===== config.mk =====
export PLATFORM = sky130hd
export DESIGN_NAME = os2ip_stream
export DESIGN_NICKNAME = d
export VERILOG_FILES = /design/src/rtl/os2ip_stream.sv
export SDC_FILE = /design/constraint.sdc
export NUM_CORES = 1
export LEC_CHECK = 0
export ABC_AREA = 1
export BUFFER_PORTS_ARGS = -buffer_cell sky130_fd_sc_hd__buf_4
export CAP_MARGIN = 5
export CORE_ASPECT_RATIO = 0.5
export CORE_UTILIZATION = 50
export CTS_BUF_LIST = sky130_fd_sc_hd__clkbuf_16
export CTS_CLUSTER_DIAMETER = 60
export CTS_CLUSTER_SIZE = 40
export DETAILED_ROUTE_END_ITERATION = 10
export PLACE_DENSITY = 0.85
export SLEW_MARGIN = 20
export SYNTH_ARGS = -nofsm -noshare
export SYNTH_HDL_FRONTEND = slang
export SYNTH_SLANG_ARGS = --single-unit

===== constraint.sdc =====
create_clock -name clk -period 1.8 [get_ports clk]
set_clock_uncertainty 0.05 [all_clocks]
set_input_delay 0 -clock clk [delete_from_list [all_inputs] [get_ports clk]]
set_output_delay 0 -clock clk [all_outputs]
set_load 0.02 [all_outputs]

===== src/rtl/os2ip_stream.sv =====
// Streaming OS2IP: packs an octet string into an integer, MSB-first (PKCS#1) or LSB-first.
// Define OS2IP_STREAM_OVERFLOW_CHECK_EN to freeze the result and flag strings longer than XLEN_MAX.
module os2ip_stream #(
  parameter int unsigned DATA_BIT_WIDTH = 256,
  parameter bit          LSB_FIRST      = 1'b0
) (
  input  logic                                   clk,
  input  logic                                   reset,
  input  logic [7:0]                             in_data,
  input  logic                                   in_valid,
  input  logic                                   in_last,
  output logic                                   in_ready,
  output logic [DATA_BIT_WIDTH-1:0]              out_x,
  output logic [$clog2(DATA_BIT_WIDTH/8+1)-1:0]  out_len,
  output logic                                   out_err,
  output logic                                   out_valid,
  input  logic                                   out_ready
);

  localparam int unsigned XLEN_MAX = DATA_BIT_WIDTH / 8;
  localparam int unsigned CNT_W    = $clog2(XLEN_MAX + 1);
  localparam logic [CNT_W-1:0] CNT_MAX = CNT_W'(XLEN_MAX);

  typedef enum logic [0:0] {StAccum, StHold} state_e;

  state_e                    state_q, state_d;
  logic [DATA_BIT_WIDTH-1:0] acc_q, acc_d;
  logic [CNT_W-1:0]          cnt_q, cnt_d;
  logic                      cnt_full;

  assign cnt_full = (cnt_q == CNT_MAX);

`ifdef OS2IP_STREAM_OVERFLOW_CHECK_EN
  logic err_q, err_d;
`endif

  always_ff @(posedge clk) begin
    if (reset) begin
      state_q <= StAccum;
      acc_q   <= '0;
      cnt_q   <= '0;
`ifdef OS2IP_STREAM_OVERFLOW_CHECK_EN
      err_q   <= 1'b0;
`endif
    end else begin
      state_q <= state_d;
      acc_q   <= acc_d;
      cnt_q   <= cnt_d;
`ifdef OS2IP_STREAM_OVERFLOW_CHECK_EN
      err_q   <= err_d;
`endif
    end
  end

  always_comb begin
    state_d = state_q;
    acc_d   = acc_q;
    cnt_d   = cnt_q;
`ifdef OS2IP_STREAM_OVERFLOW_CHECK_EN
    err_d   = err_q;
`endif
    unique case (state_q)
      StAccum: begin
        // in_ready is 1 here, so in_valid alone marks an octet handshake
        if (in_valid) begin
          if (!cnt_full) begin
            cnt_d = cnt_q + CNT_W'(1);
          end
          if (LSB_FIRST) begin
            for (int unsigned i = 0; i < XLEN_MAX; i++) begin
              if (cnt_q == CNT_W'(i)) begin
                acc_d[8*i +: 8] = acc_q[8*i +: 8] | in_data;
              end
            end
          end else begin
`ifdef OS2IP_STREAM_OVERFLOW_CHECK_EN
            if (!cnt_full) begin
              acc_d = {acc_q[DATA_BIT_WIDTH-9:0], in_data};
            end
`else
            // Keeps shifting past XLEN_MAX: result is the final XLEN_MAX octets
            acc_d = {acc_q[DATA_BIT_WIDTH-9:0], in_data};
`endif
          end
`ifdef OS2IP_STREAM_OVERFLOW_CHECK_EN
          if (cnt_full) begin
            err_d = 1'b1;
          end
`endif
          if (in_last) begin
            state_d = StHold;
          end
        end
      end
      StHold: begin
        if (out_ready) begin
          state_d = StAccum;
          acc_d   = '0;
          cnt_d   = '0;
`ifdef OS2IP_STREAM_OVERFLOW_CHECK_EN
          err_d   = 1'b0;
`endif
        end
      end
    endcase
  end

  always_comb begin
    in_ready  = (state_q == StAccum);
    out_valid = (state_q == StHold);
    out_x     = acc_q;
    out_len   = cnt_q;
`ifdef OS2IP_STREAM_OVERFLOW_CHECK_EN
    out_err   = err_q;
`else
    out_err   = 1'b0;
`endif
  end

endmodule


---- Yosys cells after proc, flatten, opt, wreduce, memory -nomap -nowiden ----
Cells that the tools add are included.
storage, ports and cells
  flip-flop bits (word level) ............. 263
  input port bits ......................... 13
  output and inout port bits .............. 265
  logic and storage cells ................. 22
cells by class
  add/subtract/negate cells ............... 1
  equal/unequal tests ..................... 4
  muxes and demuxes ....................... 11
  bitwise logic cells ..................... 1
  reductions and logical operators ........ 2
operators by type and width
  kind                                          count
  2-to-1 mux 256 bit                            2
  case mux 256 bit (2 select lines)             1
  2-to-1 mux 6 bit                              3
  case mux 6 bit (2 select lines)               1
  adder 6 x 1 -> 6 bit (second input constant)  1
  equality test 6 bit (second input constant)   1
  != test 2 bit (second input constant)         3
  2-to-1 mux 1 bit                              3
  AND reduction 3 bit                           1
  case mux 1 bit (2 select lines)               1
  AND reduction 2 bit                           1
  inverter 1 bit                                1

---- Logic depth before layout (Yosys ltp) ----
  word-level depth ........................ 4
  mapped depth ............................ 9
  depth with buffers taken out ............ 9

---- Worst setup path after synthesis ----
No wires, ideal clock.
  kind .................................... reg-to-reg
  from .................................... register cnt_q[0], in the netlist out_len[0]
  to ...................................... register cnt_q[0], in the netlist out_len[0]
  setup time .............................. 0.116 ns
  data arrival time ....................... 1.349 ns
  required time ........................... 1.634 ns
  setup slack ............................. 0.285 ns
  stages on the path, launching flop included .. 9
  path buffers ............................ 0
  clock period less this slack ............ 1.515 ns
  cells stage by stage .................... dfxtp_1 inv_1 ha_1 inv_1 nor2_1 nand3_1 nand2_1 o21ai_0 nor2_1
between the ends
  word-level cells in the longest chain between the ends .. 4
  elaborated cells on any way between the ends .. 7
  classes of those cells .................. add/sub (1); eq/ne (2); mux (3); reduce/logical (1)
RTL lines
  element                          line  source
  start: declaration               28    logic [CNT_W-1:0] cnt_q, cnt_d;
  start signal: assignment         48    cnt_q <= cnt_d;
  adder 6 x 1 -> 6 bit             67    cnt_d = cnt_q + CNT_W'(1);
  2-to-1 mux 6 bit                 66    if (!cnt_full) begin
  2-to-1 mux 6 bit                 65    if (in_valid) begin
  case mux 6 bit (2 select lines)  62    unique case (state_q)
Several ways; a longest one is shown, not always the timed one. The select of a mux whose other input is x is not followed.
A chain may end at the register's enable or synchronous reset.

---- Worst setup path in the final report ----
  from .................................... register state_q, in the netlist out_valid
  to ...................................... register acc_q[62], in the netlist out_x[62]
between the ends
  word-level cells in the longest chain between the ends .. 3
  elaborated cells on any way between the ends .. 5
  classes of those cells .................. eq/ne (2); mux (1); bitwise (1); reduce/logical (1)
RTL lines
  element                        line  source
  start: declaration             26    state_e state_q, state_d;
  start signal: assignment       39    state_q <= StAccum;
  start signal: assignment       46    state_q <= state_d;
  inverter 1 bit                 -
  != test 2 bit (no line)        -
  AND reduction 2 bit (no line)  -
  end signal: assignment         40    acc_q <= '0;
  end signal: assignment         47    acc_q <= acc_d;
  end: declaration               27    logic [DATA_BIT_WIDTH-1:0] acc_q, acc_d;
Several ways; a longest one is shown, not always the timed one.

==> results.txt <==
Status: complete, no violations
First-pass GRT wire length: 42.3 mm
H-tree depth: 1
Synth area leaders: dfxtp_1, a21oi_1, nand3_1
Pwr dens: 800 nW/um^2
Part of the cycle the worst path needs: 92.4%
Post-synth EDFFs: 0
GRT Util Overall: 25.6%
Leading cell type in the layout, fill and taps excluded: buf_4
Syn_nets: 1219
CP Class: flop to flop
Relative slew margins: 66.5%
Fmax: 601 MHz
Final setup viols: 0
Post-synthesis async set-or-reset flop share: 0%
Initial antenna violation count: 0
DRT Wirelength: 26.7 mm
Nets: 1423
Gp weighted congestion: 0.828
DRT Pass-1 Iters: 5
Post-Syn Area: 9640 um^2
Filler Cell Count: 1592
CTS clk-pin slew, worst paths: 0.14 ns
Root Driver: clkbuf_16
Post-synthesis cell count: 1204
Final hold slack: 0.288 ns
Critical Path RT: 2.17 ns
Average via count per standard cell: 5.55
Final ANT Viol Nets: 0
Ant diodes: 0
Clock latency on the worst-skew pair: 0.49 ns
Clock sinks: 263
Worst hold path class: primary input to flop
Peak supply drop: 0.000574 V
Max-slew violations: 0
DIE HEIGHT: 100 um
Mean Syn Cell Area: 8.00 um^2
Total CTS buffers: 11
Placed Area: 11700 um^2
Post-DP HPWL: 17.3 mm
Hold Fails Final Rpt: 0
Static Leak: 4.61 nW
Routed len/inst: 16.0 um
Yosys reg bits: 263
Worst-case reg-to-reg path depth: 5
Top-area cell type share of the netlist area: 54.6%
Port bufs: 276
Die Width: 198 um
Total die area: 19900 um^2
DR DRC count: 0
RSZ-0062 raised after global routing: no
Overall Power: 9.78 mW
Post-layout util: 65.5%
Initial core utilization: 51.7%
Slew @ Worst Pin: 0.502 ns
Largest net degree at the start of global routing: 126
Area of the core: 18700 um^2
Ys Warns: 0
Max stage delay on crit path: 0.51 ns
First DRT Iteration DRCs: 733
CTS tree: built
Crit-path slowest cell: dfxtp_1
Grt total ovfl: 0
Vias: 9280
Critical Path Start Type: flop
Hold path depth: 4
Final instance area: 12200 um^2
Leading area contributor after synthesis: dfxtp_1
Worst Setup End Kind: flop
Setup TNS: 0 ns
Distinct cell type count after synthesis: 19
# IOs: 278
Dominant synthesized flop cell: dfxtp_1
Worst Path Arrival: 2.03 ns
Setup bufs post-CTS: 0
# rows: 35
Sequential area share after synthesis: 54.6%
Worst-path cell chain: inv_2 -> nand2_8 -> buf_16 -> nand3_1 -> a21oi_1
Most frequent cells in the layout: buf_4, nand2_1, nand3_1, a21oi_1, dfxtp_1
Min Tclk post-route: 1.66 ns
CTS Buffer Depth: 3
CP Max Fanout: 125
Layout cells sized above 1: 22.2%
Vias in the first global route: 8152
Max cap viols: 0
Layout area overhead: 26.9%
[final timing paths]
path / slack (ns) / to / start
max: 0.14 / out_x[62] / out_valid
min: 0.29 / out_x[3] / in_data[3]
max reg2reg: 0.14 / out_x[62] / out_valid
min reg2reg: 0.42 / out_x[59] / out_x[51]
[per-layer routing]
metal	GRT usage (%)	wire length, um	vias to the layer above
met3	4.74	1800	59
met5	0	0	-
met4	8.47	843	0
li1	-	-	4463
met2	40.6	12700	342
met1	35.3	11400	4416
[registers in the layout, indices dropped and copies added, names as in the netlist]
signal / count
out_x: 256
out_len: 6
out_valid: 1
[what timing repair did]
action	CTS	global route
endpoints found under the hold margin	54	0
setup endpoints to repair	0	2
hold buffers	13	0
gates resized for setup	0	2
[cell type report]
class,instances,area (um^2),share of cell area (%)
timing repair buffer,305,2460,20.1
multi-input combinational,816,3770,30.9
clock inverter,6,83.8,0.686
tap,259,324,2.65
sequential,263,5270,43.1
clock buffer,11,275,2.25
inverter,11,46.3,0.379
[power breakdown]
group / total, mW / leakage (nW) / internal, mW / switching [mW]
sequential: 5.88 / 2.12 / 5.85 / 0.0292
combinational: 0.709 / 2.32 / 0.187 / 0.522
clock: 3.20 / 0.178 / 1.33 / 1.87
[metrics by stage]
stage / cells / worst slack [ns]
2_1_floorplan: 1204 / 0.285
3_3_place_gp: 1641 / 0.262
3_5_place_dp: 1641 / 0.185
4_1_cts: 1671 / 0.161
5_1_grt: 1671 / 0.0148
6_report: 1671 / 0.137
[cell usage after synthesis, types with 2 or more instances]
library cell,count
clkbuf_1,30
buf_2,70
nand4_1,2
buf_4,9
inv_1,9
dfxtp_1,263
nor2_1,10
nand2_1,273
buf_6,3
nand3_1,262
buf_1,2
o21bai_1,2
ha_1,2
a21oi_1,262
[kinds of logic (layout without fill, tap and decap cells)]
kind of cell / Yosys count / count (layout) / share of synthesized area (%)
adders and majority gates: 2 / 2 / 0.260
and+or+nand+nor: 548 / 548 / 24.9
DFF: 263 / 263 / 54.6
AOI/OAI and AO/OA: 265 / 265 / 13.8
other: 1 / 1 / 0.0389
buffers and inverters: 125 / 333 / 6.39
[worst max-delay path: cells and delay by family, from the launching register on]
family / cells / cell delay [ns]
flops: 1 / 0.51
compound gates: 1 / 0.18
buf+inv: 2 / 0.50
simple gates: 2 / 0.29
Power figures use the tool's default switching activity.
